### config.mk
export PLATFORM = sky130hd
export DESIGN_NAME = multicycle_datapath
export DESIGN_NICKNAME = d
export VERILOG_FILES = /design/src/rtl/dp_pkg.sv /design/src/rtl/dp_alu.sv /design/src/rtl/multicycle_datapath.sv
export SDC_FILE = /design/constraint.sdc
export NUM_CORES = 1
export LEC_CHECK = 0
export ABC_AREA = 1
export CORE_MARGIN = 3
export CORE_UTILIZATION = 30
export DETAILED_ROUTE_END_ITERATION = 12
export PLACE_DENSITY = 0.53
export RECOVER_POWER = 50
export SYNTH_ARGS = -nofsm -noshare
export SYNTH_HDL_FRONTEND = slang
export SYNTH_SLANG_ARGS = --single-unit
### constraint.sdc
create_clock -name clk -period 3.1 [get_ports clk]
set_clock_uncertainty 0.05 [all_clocks]
set_input_delay 0.62 -clock clk [delete_from_list [all_inputs] [get_ports clk]]
set_output_delay 0.62 -clock clk [all_outputs]
set_load 0.05 [all_outputs]
### src/rtl/dp_pkg.sv
// Shared definitions for the multi-cycle datapath: opcodes, instruction field
// positions, FSM states and ALU operation codes.
package dp_pkg;

   localparam logic [3:0] OP_ADD  = 4'd0;
   localparam logic [3:0] OP_SUB  = 4'd1;
   localparam logic [3:0] OP_AND  = 4'd2;
   localparam logic [3:0] OP_OR   = 4'd3;
   localparam logic [3:0] OP_SLL  = 4'd4;
   localparam logic [3:0] OP_ADDI = 4'd5;
   localparam logic [3:0] OP_LW   = 4'd7;
   localparam logic [3:0] OP_SW   = 4'd8;
   localparam logic [3:0] OP_J    = 4'd9;
   localparam logic [3:0] OP_HALT = 4'd13;
   localparam logic [3:0] OP_BEQ  = 4'd14;
   localparam logic [3:0] OP_BNE  = 4'd15;

   // low bit of each field in the 16-bit instruction word
   localparam int OP_LSB  = 12;
   localparam int RD_LSB  = 9;
   localparam int RS1_LSB = 6;
   localparam int RS2_LSB = 3;
   localparam int SH_LSB  = 0;

   typedef enum logic [2:0] {
      S_IDLE, S_FETCH, S_DECODE, S_EXEC, S_MEM, S_WB, S_HALT
   } state_t;

   typedef enum logic [2:0] {
      ALU_ADD, ALU_SUB, ALU_AND, ALU_OR, ALU_SLL
   } alu_op_t;

endpackage

### src/rtl/dp_alu.sv
// Combinational ALU: add/sub/and/or/shift-left plus an operand equality flag
// used by the branch instructions.
module dp_alu
   import dp_pkg::*;
#(
   parameter int DATA_W = 16
) (
   input  alu_op_t             op,
   input  logic [DATA_W-1:0]   a,
   input  logic [DATA_W-1:0]   b,
   input  logic [2:0]          shamt,
   output logic [DATA_W-1:0]   y,
   output logic                eq
);

   always_comb begin
      y = a + b;
      case (op)
         ALU_SUB: y = a - b;
         ALU_AND: y = a & b;
         ALU_OR:  y = a | b;
         ALU_SLL: y = a << shamt;
         default: y = a + b;
      endcase
   end

   assign eq = (a == b);

endmodule

### src/rtl/multicycle_datapath.sv
// Multi-cycle 16-bit-ISA processor: FETCH/DECODE/EXEC/MEM/WB control FSM,
// 8-entry register file, instruction and data memories, program-load port.
module multicycle_datapath
   import dp_pkg::*;
#(
   parameter int DATA_W     = 16,
   parameter int IMEM_DEPTH = 16,
   parameter int DMEM_DEPTH = 8
) (
   input  logic                          clk,
   input  logic                          reset,
   input  logic                          run,
   input  logic                          prog_we,
   input  logic [$clog2(IMEM_DEPTH)-1:0] prog_addr,
   input  logic [15:0]                   prog_data,
   input  logic [2:0]                    dbg_sel,
   output logic [DATA_W-1:0]             dbg_data,
   output logic [$clog2(IMEM_DEPTH)-1:0] pc,
   output logic                          halted,
   output logic                          busy
);

   localparam int PC_W = $clog2(IMEM_DEPTH);
   localparam int DA_W = $clog2(DMEM_DEPTH);

   state_t            state, state_n;
   logic [15:0]       ir;
   logic [DATA_W-1:0] a_r, b_r, aluout, mdr;
   logic              run_q;

   logic [DATA_W-1:0] rf   [8];
   logic [15:0]       imem [IMEM_DEPTH];
   logic [DATA_W-1:0] dmem [DMEM_DEPTH];

   logic [3:0]        op;
   logic [2:0]        rd, rs1, rs2, shamt, b_idx;
   logic [DATA_W-1:0] imm6_x, alu_b, alu_y;
   logic [PC_W-1:0]   pc_inc, pc_br, pc_j;
   logic              alu_eq, use_imm, is_alu, run_rise;
   alu_op_t           alu_op;

   assign op    = ir[OP_LSB  +: 4];
   assign rd    = ir[RD_LSB  +: 3];
   assign rs1   = ir[RS1_LSB +: 3];
   assign rs2   = ir[RS2_LSB +: 3];
   assign shamt = ir[SH_LSB  +: 3];

   // size casts of signed operands sign-extend (or wrap) to the target width
   assign imm6_x = DATA_W'($signed(ir[5:0]));
   assign pc_inc = pc + PC_W'(1);
   assign pc_br  = pc_inc + PC_W'($signed(ir[5:0]));
   assign pc_j   = pc_inc + PC_W'($signed(ir[8:0]));

   assign use_imm  = (op == OP_ADDI) || (op == OP_LW) || (op == OP_SW);
   assign is_alu   = (op <= OP_SLL) || (op == OP_ADDI);
   assign b_idx    = ((op == OP_SW) || (op == OP_BEQ) || (op == OP_BNE)) ? rd : rs2;
   assign alu_b    = use_imm ? imm6_x : b_r;
   assign run_rise = run && !run_q;

   always_comb begin
      case (op)
         OP_SUB:  alu_op = ALU_SUB;
         OP_AND:  alu_op = ALU_AND;
         OP_OR:   alu_op = ALU_OR;
         OP_SLL:  alu_op = ALU_SLL;
         default: alu_op = ALU_ADD;
      endcase
   end

   dp_alu #(.DATA_W(DATA_W)) u_alu (
      .op    (alu_op),
      .a     (a_r),
      .b     (alu_b),
      .shamt (shamt),
      .y     (alu_y),
      .eq    (alu_eq)
   );

   always_ff @(posedge clk) begin
      if (reset) state <= S_IDLE;
      else       state <= state_n;
   end

   // an instruction finishing with run low parks in IDLE instead of fetching
   always_comb begin
      state_n = state;
      case (state)
         S_IDLE:   if (run) state_n = S_FETCH;
         S_FETCH:  state_n = S_DECODE;
         S_DECODE: state_n = S_EXEC;
         S_EXEC: begin
            if (op == OP_HALT)                      state_n = S_HALT;
            else if (op == OP_LW || op == OP_SW)    state_n = S_MEM;
            else if (is_alu)                        state_n = S_WB;
            else                                    state_n = run ? S_FETCH : S_IDLE;
         end
         S_MEM: begin
            if (op == OP_LW) state_n = S_WB;
            else             state_n = run ? S_FETCH : S_IDLE;
         end
         S_WB:     state_n = run ? S_FETCH : S_IDLE;
         S_HALT:   if (run_rise) state_n = S_FETCH;
         default:  state_n = S_IDLE;
      endcase
   end

   always_ff @(posedge clk) begin
      if (reset) begin
         pc     <= '0;
         ir     <= '0;
         a_r    <= '0;
         b_r    <= '0;
         aluout <= '0;
         mdr    <= '0;
         run_q  <= 1'b0;
         for (int i = 0; i < 8; i++) rf[i] <= '0;
      end else begin
         run_q <= run;
         case (state)
            S_FETCH:  ir <= imem[pc];
            S_DECODE: begin
               a_r <= rf[rs1];
               b_r <= rf[b_idx];
            end
            S_EXEC: begin
               aluout <= alu_y;
               if (op == OP_J)                          pc <= pc_j;
               else if (op == OP_BEQ)                   pc <= alu_eq ? pc_br : pc_inc;
               else if (op == OP_BNE)                   pc <= alu_eq ? pc_inc : pc_br;
               else if (!is_alu && op != OP_HALT &&
                        op != OP_LW && op != OP_SW)     pc <= pc_inc;
            end
            S_MEM: begin
               if (op == OP_LW) mdr <= dmem[aluout[DA_W-1:0]];
               else             pc  <= pc_inc;
            end
            S_WB: begin
               if (rd != 3'd0) rf[rd] <= (op == OP_LW) ? mdr : aluout;
               pc <= pc_inc;
            end
            S_HALT:   if (run_rise) pc <= '0;
            default:  ;
         endcase
      end
   end

   // memories carry no reset; reset only suppresses writes
   always_ff @(posedge clk) begin
      if (!reset && state == S_MEM && op == OP_SW)
         dmem[aluout[DA_W-1:0]] <= b_r;
   end

   always_ff @(posedge clk) begin
      if (!reset && prog_we && (state == S_IDLE || state == S_HALT))
         imem[prog_addr] <= prog_data;
   end

   assign dbg_data = rf[dbg_sel];
   assign halted   = (state == S_HALT);
   assign busy     = (state == S_FETCH) || (state == S_DECODE) || (state == S_EXEC) ||
                     (state == S_MEM)   || (state == S_WB);

endmodule

==> impl_results.md <==
* Cell Pwr Density at 754 mW/mm^2
* Tmin final at around 3.0 ns
* Cell Chain, Critical Path: inv_1 -> nor3_2 -> dlygate4sd2_1
* Clk sinks at 600
* Pleak at around 13 nW
* Clock network power share at between 30% and 40%
* Antenna violation net count after detailed routing at 0
* Vias at 24012
* Placed wire-length estimate at roughly 65 mm
* Syn Inst Count at around 3200
* Final hold violations at 0
* Fraction of layout cells with a size suffix above 1 at about 11%
* Final WL at between 90 and 100 mm
* Drc violations at 0
* # setup viols final at 0
* Pins Over Slew Limit at 24
* Switch Pwr at a little under 10 mW
* Die ar. at 0.102 mm^2
* Avg Inst Size Synth at 9.21 um^2
* Yosys warns at 0
* Initial antenna violation count at 3
* Placed Cells at 4578
* Internal power at approximately 17 mW
* Final worst-path cycle share at a little over nine tenths
* Worst-case clock buffer depth at 3
* GR Util All Layers at between 10% and 20%
* Max Cap Violations at 1
* DRT iter0 DRCs at ~2400
* Post-placement setup slack at between 0.06 and 0.07 ns
* Post-synth ARST share at 0%
* Crit. End Element: primary output
* Register area share after synthesis at between 50 and 60%
* CTS tree: done
* Yosys cell types at 48
* Die X at approximately 320 um
* Total power at around 27 mW
* VDD IR max at 558 uV
* EDFF count, synth at 512
* Crit path buffers/inverters at 2
* Worst-path maximum fanout at 5
* Std-Cell Rows at roughly 110
* Grt ovf at 0
* Peak Freq at around 0.34 GHz
* HP Class: register to register
* Most common cell after layout, fill and taps aside: edfxtp_1
* Non-filler cells, final at roughly 4700
* DR WL/cell at around 21 um
* Synth Flop Type: edfxtp_1
* Most frequent cells in the layout: edfxtp_1 (512), nor2_1 (510), nand2_1 (451), o21ai_0 (429), inv_1 (278)
* Die height at between 300 and 400 um
* Core area at between 0.09 and 0.1 mm^2
* CTS Hold Bufs at 0
* Syn Std Cell Area at a little under 0.03 mm^2
* Clock tree root buffer cell: clkbuf_16
* DRT Pass-1 Iters at 6
* Io pins at between 40 and 50
* Failing checks: max-capacitance violations, max-slew violations
* Outcome: finished, violations left
* Seq pwr share at between 30% and 40%
* Worst setup SP type: register
* Port bufs at 48
* Slew margin rel. at -32.9%
* Vias in the first global route at roughly 23000
* Total CTS buffers at 69
* Filler cell count at between 9000 and 10000
* Reg clk slew, reported paths at about 0.06 ns
* Nets at between 3000 and 4000
* # H-tree levels at 3
* Combinational Power Share at about a third
* Post-Route Utilization at 36.2%
* Critical Path RT at around 2.4 ns
* CP max-delay cell: dlygate4sd2_1
* Worst path max stage delay at ~0.61 ns
* Worst setup margin at ~0.12 ns
* GPL Wtd Cong at between 0.9 and 1
* Critical Path AT at between 2 and 2.5 ns
* Synth-to-layout area growth at 18.9%
* Sw frac at between 30% and 40%
* Crit path max-delay family: buffers and inverters
* Post-DR vias/cell at between 5 and 6
* Post-synthesis register bit count at 600
* Worst slew pin tran at about 2 ns
* Initial Utilization at a little under a third
* Largest net degree at the start of global routing at 97
* Skew-Pair Late Insertion Delay at a little over 0.6 ns
* RSZ-0062 raised after global routing: yes
* First-pass GRT wire length at ~150 mm
* Critical path class: register to primary output
## cells in the mapped netlist (5+ instances only)
master     instances  area, um^2
a211oi_1          11        82.6
a21oi_1          196         981
a21oi_2            5        43.8
a221oi_1          16         140
a31oi_1           18         113
buf_1             11        41.3
buf_2             38         190
buf_4              6        45.0
clkbuf_1         132         495
dfxtp_1           88        1760
edfxtp_1         512       15400
ha_1              51         638
inv_1            280        1050
inv_2              6        22.5
mux2i_1            7        70.1
nand2_1          453        1700
nand3_1          167         836
nand3b_1           5        37.5
nand4_1           11        68.8
nor2_1           532        2000
nor3_1            24         120
o2111ai_1         11        96.3
o211ai_1          73         548
o21ai_0          432        2160
o21ai_1           31         155
o21ai_2            5        43.8
o221ai_1          18         158
o22ai_1           25         156
## sequential cells by signal, summed over array words and instances (netlist names)
name,flops
dmem,128
mdr,16
ir,16
a_r,16
imem,256
b_r,16
state,3
pc,4
rf,128
aluout,16
run_q,1
## path summary, 6_finish.rpt
| kind | start | end | slack, ns | cells past startpoint |
|---|---|---|---|---|
| worst max register to register | ir[12] | aluout[13] | 0.21 | 18 |
| worst max-delay path | state[2] | halted | 0.12 | 3 |
| worst min register to register | mdr[5] | mdr[5] | 0.41 | 2 |
| worst min-delay path | mdr[5] | mdr[5] | 0.41 | 2 |
## power groups by stage
stage,logic [mW],registers (mW),clock network [mW]
finish,8.83,9.56,8.12
global route,9.70,9.58,8.60
CTS,8.72,9.54,8.30
detailed placement,8.68,9.71,0
global placement,8.69,9.71,0
floorplan,5.21,9.55,0
## stage by stage
stage / area (um^2) / TNS, ns / hold WS, ns
after global routing: 35200 / -0.178 / 0.436
after global placement: 33000 / 0 / 0.404
after detailed placement: 33000 / 0 / 0.406
final: 35200 / 0 / 0.414
after CTS: 35200 / 0 / 0.372
after floorplan: 29600 / 0 / 0.384
## area by class of cell
| class | count | area (um^2) | area share, % |
|---|---|---|---|
| Sequential cell | 600 | 17100 | 48.8 |
| Timing Repair Buffer | 270 | 2410 | 6.86 |
| Antenna cell | 1 | 2.50 | 0.00712 |
| Clock inverter | 37 | 398 | 1.13 |
| Inverter | 288 | 1080 | 3.08 |
| Multi-Input combinational cell | 2145 | 10700 | 30.4 |
| Clock buffer | 91 | 1850 | 5.26 |
| Tap cell | 1276 | 1600 | 4.54 |
## per-layer routing
layer	global-route usage, %	part of all wire [%]	vias to the layer above
met3	3.42	7.9	191
met2	29.6	45	912
li1	-	-	11429
met4	6.23	3.3	2
met5	0	0.013	-
met1	25.9	44	11478
## tightest hold or removal path, cell delays in order (launching register included)
cell	delay [ns]
dfxtp_1	0.29
inv_1	0.06
a211oi_1	0.06
## cells by family (layout without fill, tap and decap cells)
kind of cell	count (synthesis)	in the layout	synth area share, %
AO/OA/AOI/OAI	847	847	16.0
multiplexers	7	7	0.237
flip-flops	600	600	57.9
other	1	17	0.0127
AND/OR/NAND/NOR	1215	1215	16.7
buffers and inverters	481	686	6.55
XOR/XNOR	6	6	0.178
adder cells (fa/ha/maj)	54	54	2.36
## what timing repair did
action / CTS / global route
buffers inserted: 0 / 1
resized for setup: 2 / 24
endpoints found under the setup margin: 2 / 16
pin swaps: 0 / 3
(Power assumes the default switching activity.)
